--- config.mk ---
export PLATFORM = sky130hd
export DESIGN_NAME = booth_r4_seq_mult
export DESIGN_NICKNAME = d
export VERILOG_FILES = /design/src/rtl/booth_r4_seq_mult.sv
export SDC_FILE = /design/constraint.sdc
export NUM_CORES = 1
export LEC_CHECK = 0
export BUFFER_PORTS_ARGS = -buffer_cell sky130_fd_sc_hd__buf_2
export CORE_MARGIN = 10
export CORE_UTILIZATION = 66
export DETAILED_ROUTE_END_ITERATION = 7
export MAX_ROUTING_LAYER = met4
export PLACE_DENSITY = 0.87
export SKIP_LAST_GASP = 1
export SLEW_MARGIN = 20
export SYNTH_ARGS = -nofsm -noshare
export SYNTH_HDL_FRONTEND = slang
export SYNTH_SLANG_ARGS = --single-unit
--- constraint.sdc ---
create_clock -name i_clk -period 6.97 [get_ports i_clk]
set_input_delay 0.697 -clock i_clk [delete_from_list [all_inputs] [get_ports i_clk]]
set_output_delay 0.697 -clock i_clk [all_outputs]
set_load 0.01 [all_outputs]
--- src/rtl/booth_r4_seq_mult.sv ---
// Iterative radix-4 Booth multiplier: one Booth digit per clock, valid/ready on both sides.
// Optional BOOTH_SEQ_SKIP_EN: finish early once the remaining multiplier digits are all zero.
module booth_r4_seq_mult #(
  parameter int WIDTH = 18
) (
  input  logic               i_clk,
  input  logic               i_rst_n,
  input  logic               i_valid,
  output logic               o_ready,
  input  logic               i_multa_ns,
  input  logic               i_multb_ns,
  input  logic [WIDTH-1:0]   i_multa,
  input  logic [WIDTH-1:0]   i_multb,
  output logic               o_valid,
  input  logic               i_ready,
  output logic [2*WIDTH-1:0] o_product
);

  localparam int N     = WIDTH / 2 + 1;
  localparam int YW    = WIDTH + 3;
  localparam int ACC_W = 2 * WIDTH + 2;
  localparam int CNT_W = $clog2(N + 1);
  localparam logic [CNT_W-1:0] LAST_DIGIT = CNT_W'(N - 1);

  typedef enum logic [1:0] {
    IDLE = 2'd0,
    BUSY = 2'd1,
    DONE = 2'd2
  } state_e;

  state_e             state_q, state_d;
  logic [ACC_W-1:0]   x_sh_q, x_sh_d;
  logic [YW-1:0]      y_q, y_d;
  logic [ACC_W-1:0]   acc_q, acc_d;
  logic [CNT_W-1:0]   cnt_q, cnt_d;
  logic [2*WIDTH-1:0] product_q, product_d;

  logic [ACC_W-1:0]   pp;
  logic [YW-1:0]      y_shift;
  logic               last_digit;
  logic               finish;

  assign y_shift    = {{2{y_q[YW-1]}}, y_q[YW-1:2]};
  assign last_digit = (cnt_q == LAST_DIGIT);

`ifdef BOOTH_SEQ_SKIP_EN
  // Remaining bits all-equal means every further digit decodes to zero.
  assign finish = last_digit | ~(|y_shift) | (&y_shift);
`else
  assign finish = last_digit;
`endif

  always_ff @(posedge i_clk or negedge i_rst_n) begin
    if (!i_rst_n) begin
      state_q   <= IDLE;
      x_sh_q    <= '0;
      y_q       <= '0;
      acc_q     <= '0;
      cnt_q     <= '0;
      product_q <= '0;
    end else begin
      state_q   <= state_d;
      x_sh_q    <= x_sh_d;
      y_q       <= y_d;
      acc_q     <= acc_d;
      cnt_q     <= cnt_d;
      product_q <= product_d;
    end
  end

  always_comb begin
    state_d   = state_q;
    x_sh_d    = x_sh_q;
    y_d       = y_q;
    acc_d     = acc_q;
    cnt_d     = cnt_q;
    product_d = product_q;
    pp        = '0;

    case (state_q)
      IDLE: begin
        if (i_valid) begin
          // Multiplicand is kept at accumulator width and pre-shifted by 2 per digit,
          // which equals sign-extending then shifting by 2k.
          x_sh_d  = {{(ACC_W-WIDTH){i_multa_ns & i_multa[WIDTH-1]}}, i_multa};
          y_d     = {{2{i_multb_ns & i_multb[WIDTH-1]}}, i_multb, 1'b0};
          acc_d   = '0;
          cnt_d   = '0;
          state_d = BUSY;
        end
      end

      BUSY: begin
        case (y_q[2:0])
          3'b001, 3'b010: pp = x_sh_q;
          3'b011:         pp = {x_sh_q[ACC_W-2:0], 1'b0};
          3'b100:         pp = -{x_sh_q[ACC_W-2:0], 1'b0};
          3'b101, 3'b110: pp = -x_sh_q;
          default:        pp = '0;
        endcase
        acc_d  = acc_q + pp;
        x_sh_d = {x_sh_q[ACC_W-3:0], 2'b00};
        y_d    = y_shift;
        cnt_d  = cnt_q + CNT_W'(1);
        if (finish) begin
          state_d   = DONE;
          product_d = acc_d[2*WIDTH-1:0];
        end
      end

      DONE: begin
        if (i_ready) state_d = IDLE;
      end

      default: state_d = IDLE;
    endcase
  end

  assign o_ready   = (state_q == IDLE);
  assign o_valid   = (state_q == DONE);
  assign o_product = product_q;

endmodule
==> results of run 1 <==
==> logic make-up after synthesis <==
| kind of cell | Yosys count |
|---|---|
| AOI/OAI and AO/OA | 385 |
| and+or+nand+nor | 335 |
| DFF | 135 |
| buffers and inverters | 115 |
| xor gates and xnor gates | 78 |
| adders and majority gates | 39 |
| muxes | 15 |
==> worst max path at each step <==
stage | start | to | slack [ns] | cells after the start
3_3_place_gp | y_q[0]$_DFFE_PN0P_ | o_product[28]$_DFFE_PN0P_ | 1.98 | 14
3_5_place_dp | y_q[0]$_DFFE_PN0P_ | o_product[28]$_DFFE_PN0P_ | 1.90 | 14
4_1_cts | y_q[0]$_DFFE_PN0P_ | o_product[28]$_DFFE_PN0P_ | 1.89 | 14
2_1_floorplan | x_sh_q[7]$_DFFE_PN0P_ | o_product[28]$_DFFE_PN0P_ | 2.48 | 19
6_report | y_q[1]$_DFFE_PN0P_ | o_product[28]$_DFFE_PN0P_ | 1.75 | 15
5_1_grt | y_q[1]$_DFFE_PN0P_ | o_product[33]$_DFFE_PN0P_ | 1.47 | 15
==> critical path: stages, from the launching register on <==
cell      delay (ns)
dfrtp_1         0.58
buf_4           0.43
and2_1          0.53
nor2_1          0.26
a21oi_1         0.17
nor2_1          0.05
o22ai_1         0.35
ha_1            0.38
a211oi_1        0.37
nor2_1          0.13
o31ai_2         0.43
o31ai_1         0.19
a41oi_1         0.37
o21ai_1         0.24
nor4b_1         0.20
or3_1           0.39
==> sequential cells by signal, indices dropped and copies added (netlist names) <==
name / flops
acc_q: 36
y_q: 21
cnt_q: 4
state_q: 2
x_sh_q: 36
o_product: 36
==> stage by stage <==
| step | setup slack [ns] | util (%) | instances | instance area, µm² | hold slack, ns |
|---|---|---|---|---|---|
| after floorplan | 2.48 | - | 1102 | 9380 | 0.401 |
| after global placement | 1.98 | 70.1 | 1275 | 9730 | 0.452 |
| after detailed placement | 1.90 | 70.1 | 1275 | 9730 | 0.457 |
| after CTS | 1.89 | 74.0 | 1306 | 10300 | 0.254 |
| after global routing | 1.47 | 74.0 | 1306 | 10300 | 0.280 |
| final | 1.75 | 74.0 | 1306 | 10300 | 0.231 |
==> final cells by class <==
class | count | area share, %
multi-input cells | 852 | 54.3
clock buffers | 23 | 4.55
well taps | 180 | 2.19
repair buffers | 90 | 4.71
flip-flops and latches | 135 | 32.9
clock inverters | 8 | 0.730
inverters | 18 | 0.657
==> metal layers <==
layer  track usage, %  vias to the layer above
met5                -                        -
met4             10.2                        0
met3             4.97                       51
met2             40.0                      445
met1             34.8                     4145
li1                 -                     4080
==> cell usage in the layout (no fill, tap or decap), types with 35 or more instances in the layout <==
cell	netlist	final
buf_2	3	78
dfrtp_1	135	134
xnor2_1	50	50
a22o_1	35	35
nand2_1	156	156
ha_1	38	38
a21oi_1	90	90
o21ai_0	83	83
a22oi_1	52	52
nor2_1	50	50
==> flow_summary.toml, run 1 <==
[setup_path]
cp-end-kind = "flop"
r2r_setup_slack_ns = 1.75
required_ns = 7.28
critical_path_class = "flop to flop"
worstRegToRegCells = 15
critical_path_peak_fanout = 40
reg2reg_from = "y_q[1]$_DFFE_PN0P_"
critPathLaunchType = "flop"
arrival_ns = 5.53
r2r-end = "o_product[28]$_DFFE_PN0P_"

[placement]
gp_congestion = 1.01
dpl.hpwl_um = 17300
numPortBuffers = 79

[sta]
drv_slew = 0
finalCritPeriodShare_pct = 75.0
relSlewSlack_pct = 27.7
hold_viol_final = 0
clock_skew_ns = 0.00860
tightestPinTransition_ns = 1.08
tns_ns = 0
setup_viol = 0
max_freq_ghz = 0.191
finalCriticalPeriod_ns = 5.22
rsz0062_at_grt = "false"

[final_layout]
area_delta_synth_final_pct = 9.62
drive_gt1_share_pct = 13.1
regArea_um2 = 3380
diodes = 0
fillers = 1045
multiInputGateArea_um2 = 5580
nNetsFinal = 1195

[clock_network]
cts-buffers-inserted = 17
cts_setup_buffers = 0
clockBufferDepth = 2
cts_resized = 0
cts_htree_levels = 4
clkSinkCount = 135
clk_latency_ns = 0.43
clk_pin_slew_ns = 0.06
cts_hold_buf = 0
cts_root_buf = "clkbuf_16"
cts_tree = "built"

[floorplan]
die_y_um = 139
ioPinCount = 80
die_w_um = 139
core_region_area_um2 = 13900
dieArea_um2 = 19400
placementRows = 43
start_util_pct = 67.5

[synthesis]
synth_area_leader_cell = "dfrtp_1"
synth_edf_count = 0
synth_top_flop_cell = "dfrtp_1"
synth_area_um2 = 9380
ys_top_cells_by_count = "nand2_1, dfrtp_1, a21oi_1, clkbuf_1, o21ai_0"
synthCells = 1102
synth.distinct_cells = 68
synthSimpleGateAreaFrac_pct = 17.4
syn_nets = 1183
synthMuxAreaShare_pct = 1.76
synth_top_family_by_area = "compound AO/OA/AOI/OAI gates"
synthAdderAreaFrac_pct = 5.28
synth_top_area_share_pct = 36.0
synth_compound_area_share_pct = 27.4
async_flop_share_pct = 100
synth-seq-area-share_pct = 36.0
synth_xor_area_share_pct = 7.37
ys_warn_count = 0
synth.most_common_cell = "nand2_1"
ys_ff_latch = 135
synth.avg_cell_area_um2 = 8.51
yosys-top-cells-area = "dfrtp_1, nand2_1, ha_1, a21oi_1, xnor2_1"

[global_routing]
overflow = 0
grtUsageTotal_pct = 26.5
grt_pass1_vias = 8335
grt_max_degree = 83
antenna_found_initial = 0
grt_pass1_wl_um = 42300

[route]
highest_layer = "met4"
met3_length_um = 1990
drtPass1Iterations = 5
wl_um = 25400
drt_iter0_drc = 1040
drc = 0
post_drt_via_cell_ratio = 6.68
ant_nets = 0
route.vias.total = 8721
drt-met1-wl_um = 11200
wl_per_cell_um = 19.5
wl_met2_um = 11700

[run]
cap_violations = 0

[min_path]
hold_class = "input port to asynchronous set/reset pin"

[status]
status = "finished, final reports clean"
Power of run 1 is left out: the tool's default activity adds up to more than one toggle a clock period on the data nets, which glitch-free logic cannot reach.
==> run 2: changes to the inputs <==
--- a/config.mk
+++ b/config.mk
@@ -5,12 +5,13 @@
 export SDC_FILE = /design/constraint.sdc
 export NUM_CORES = 1
 export LEC_CHECK = 0
+export ABC_AREA = 1
 export BUFFER_PORTS_ARGS = -buffer_cell sky130_fd_sc_hd__buf_2
 export CORE_MARGIN = 10
-export CORE_UTILIZATION = 66
+export CORE_UTILIZATION = 55
 export DETAILED_ROUTE_END_ITERATION = 7
 export MAX_ROUTING_LAYER = met4
-export PLACE_DENSITY = 0.87
+export PLACE_DENSITY = 0.77
 export SKIP_LAST_GASP = 1
 export SLEW_MARGIN = 20
 export SYNTH_ARGS = -nofsm -noshare
==> constraint.sdc (replaced) <==
create_clock -name i_clk -period 4.7 [get_ports i_clk]
set_input_delay 0.47 -clock i_clk [delete_from_list [all_inputs] [get_ports i_clk]]
set_output_delay 0.47 -clock i_clk [all_outputs]
set_load 0.01 [all_outputs]
==> run 2 against run 1 <==
Against the previous run: setup slack worse by 1.0 ns; sequential share of layout area is 0.72 points lower; sequential cell count stayed put; cell count is 21% higher; highest routed layer unchanged.
==> flow_summary.toml, run 2 <==
[status]
status = "finished, final reports clean"

[global_routing]
grt_max_degree = 97
grt_pass1_vias = 8769
grt_pass1_wl_um = 45100
grtUsageTotal_pct = 25.7
overflow = 0
antenna_found_initial = 0

[setup_path]
critPathLaunchType = "flop"
critical_path_class = "flop to flop"
arrival_ns = 4.29
required_ns = 5.03
critical_path.max_stage_delay_ns = 0.46
critical_path_peak_fanout = 6
cp_slowest_cell = "ha_1"
cp_cell_sequence = "inv_1 > ha_1 > nand3_2 > nor2_2 > nand3_2 > nor2_1 > xor2_1 > inv_1 > nand2_1 > o2111ai_1 > ha_1 > nand2_1 > nor2_1 > inv_1 > nor2_1 > inv_1 > nor2_1 > nand4_1 > nand3_1 > nand2_1 > nand3_1 > nand2_1"
worstRegToRegCells = 22
crit_family = "simple AND/OR/NAND/NOR gates"
crit_buf_inv = 4
cp-end-kind = "flop"
worst-path-stages = 22

[synthesis]
ys_ff_latch = 135
ys_top_cells_by_count = "nand2_1, dfrtp_1, nor2_1, inv_1, o21ai_0"
synth.most_common_cell = "nand2_1"
synth_area_leader_cell = "dfrtp_1"
syn_nets = 1366
synthCells = 1285
synth_top_area_share_pct = 36.4
synth_top_flop_cell = "dfrtp_1"
synth-seq-area-share_pct = 36.4
yosys-top-cells-area = "dfrtp_1, nand2_1, nor2_1, ha_1, inv_1"
synth_area_um2 = 9280
synth.distinct_cells = 47
async_flop_share_pct = 100
synth_edf_count = 0
ys_warn_count = 0
synth.avg_cell_area_um2 = 7.22

[final_layout]
drive_gt1_share_pct = 12.4
area_delta_synth_final_pct = 13.2
nNetsFinal = 1432
diodes = 0
layout_common_cells = "nand2_1, dfrtp_1, nor2_1"
final_common_cell = "nand2_1"

[route]
wl_um = 27700
route.vias.total = 9129
wl_per_cell_um = 17.5
drt_iter0_drc = 883
ant_nets = 0
post_drt_via_cell_ratio = 5.77
drtPass1Iterations = 5
drc = 0

[sta]
tightestPinTransition_ns = 0.889
hold_viol_final = 0
setup_viol = 0
setup_ws_ns = 0.737
relSlewSlack_pct = 40.7
drv_slew = 0
clock_skew_ns = 0.0109
max_freq_ghz = 0.252
finalCritPeriodShare_pct = 84.3
finalCriticalPeriod_ns = 3.96
tns_ns = 0
rsz0062_at_grt = "false"

[clock_network]
clkSinkCount = 135
clk_latency_ns = 0.43
cts_tree = "built"
cts_setup_buffers = 0
cts_hold_buf = 0
cts_root_buf = "clkbuf_16"
cts_resized = 0
cts_htree_levels = 4
clockBufferDepth = 2
clk_pin_slew_ns = 0.07
cts-buffers-inserted = 17

[floorplan]
ioPinCount = 80
die_w_um = 150
core_region_area_um2 = 16600
start_util_pct = 55.9
placementRows = 47
die_y_um = 150
dieArea_um2 = 22500

[placement]
gp_congestion = 1.04
numPortBuffers = 79
dpl.hpwl_um = 20700
dp_slack_ns = 0.821

[run]
cap_violations = 0

[min_path]
hold_class = "input port to asynchronous set/reset pin"
run 2: final cells by class:
cell class / instances / area (µm²)
multi-input cells: 978 / 5250
inverters: 131 / 492
clock buffers: 17 / 425
flip-flops and latches: 135 / 3380
fillers: 1522 / 6080
well taps: 220 / 275
clock inverters: 14 / 220
repair buffers: 88 / 469
run 2: cells by family (layout without fill, tap and decap cells):
| family | count (synthesis) | count (layout) | share of synthesized area, % |
|---|---|---|---|
| simple gates | 656 | 656 | 30.8 |
| compound gates | 244 | 244 | 16.6 |
| buf+inv | 172 | 250 | 7.12 |
| flops | 135 | 135 | 36.4 |
| fa+ha+maj | 39 | 39 | 5.34 |
| xor+xnor | 38 | 38 | 3.59 |
| mux | 1 | 1 | 0.108 |
run 2: routing by layer:
| metal | vias to the layer above | GRT usage, % | routed length [µm] |
|---|---|---|---|
| met5 | - | - | 0 |
| met1 | 4292 | 35.1 | 12600 |
| met4 | 0 | 7.48 | 609 |
| li1 | 4441 | - | - |
| met2 | 354 | 39.3 | 12500 |
| met3 | 42 | 3.56 | 1930 |
run 2: metrics by stage:
step,cells,hold slack [ns],utilization [%],instance area [µm²]
2_1_floorplan,1285,0.174,-,9280
5_1_grt,1583,0.174,63.3,10500
3_5_place_dp,1552,0.460,59.5,9860
6_report,1583,0.101,63.3,10500
3_3_place_gp,1552,0.457,59.5,9860
4_1_cts,1583,0.159,63.3,10500
run 2: worst paths after layout:
kind,from,to,slack [ns]
max,x_sh_q[0]$_DFFE_PN0P_,acc_q[33]$_DFFE_PN0P_,0.74
min,i_rst_n,cnt_q[1]$_DFFE_PN0P_,0.10
max reg2reg,x_sh_q[0]$_DFFE_PN0P_,acc_q[33]$_DFFE_PN0P_,0.74
min reg2reg,o_product[28]$_DFFE_PN0P_,o_product[28]$_DFFE_PN0P_,0.47
max in group asynchronous,i_rst_n,o_product[32]$_DFFE_PN0P_,3.55
min in group i_clk,i_ready,state_q[1]$_DFFE_PN0P_,0.20
Power of run 2 is left out for the same reason.
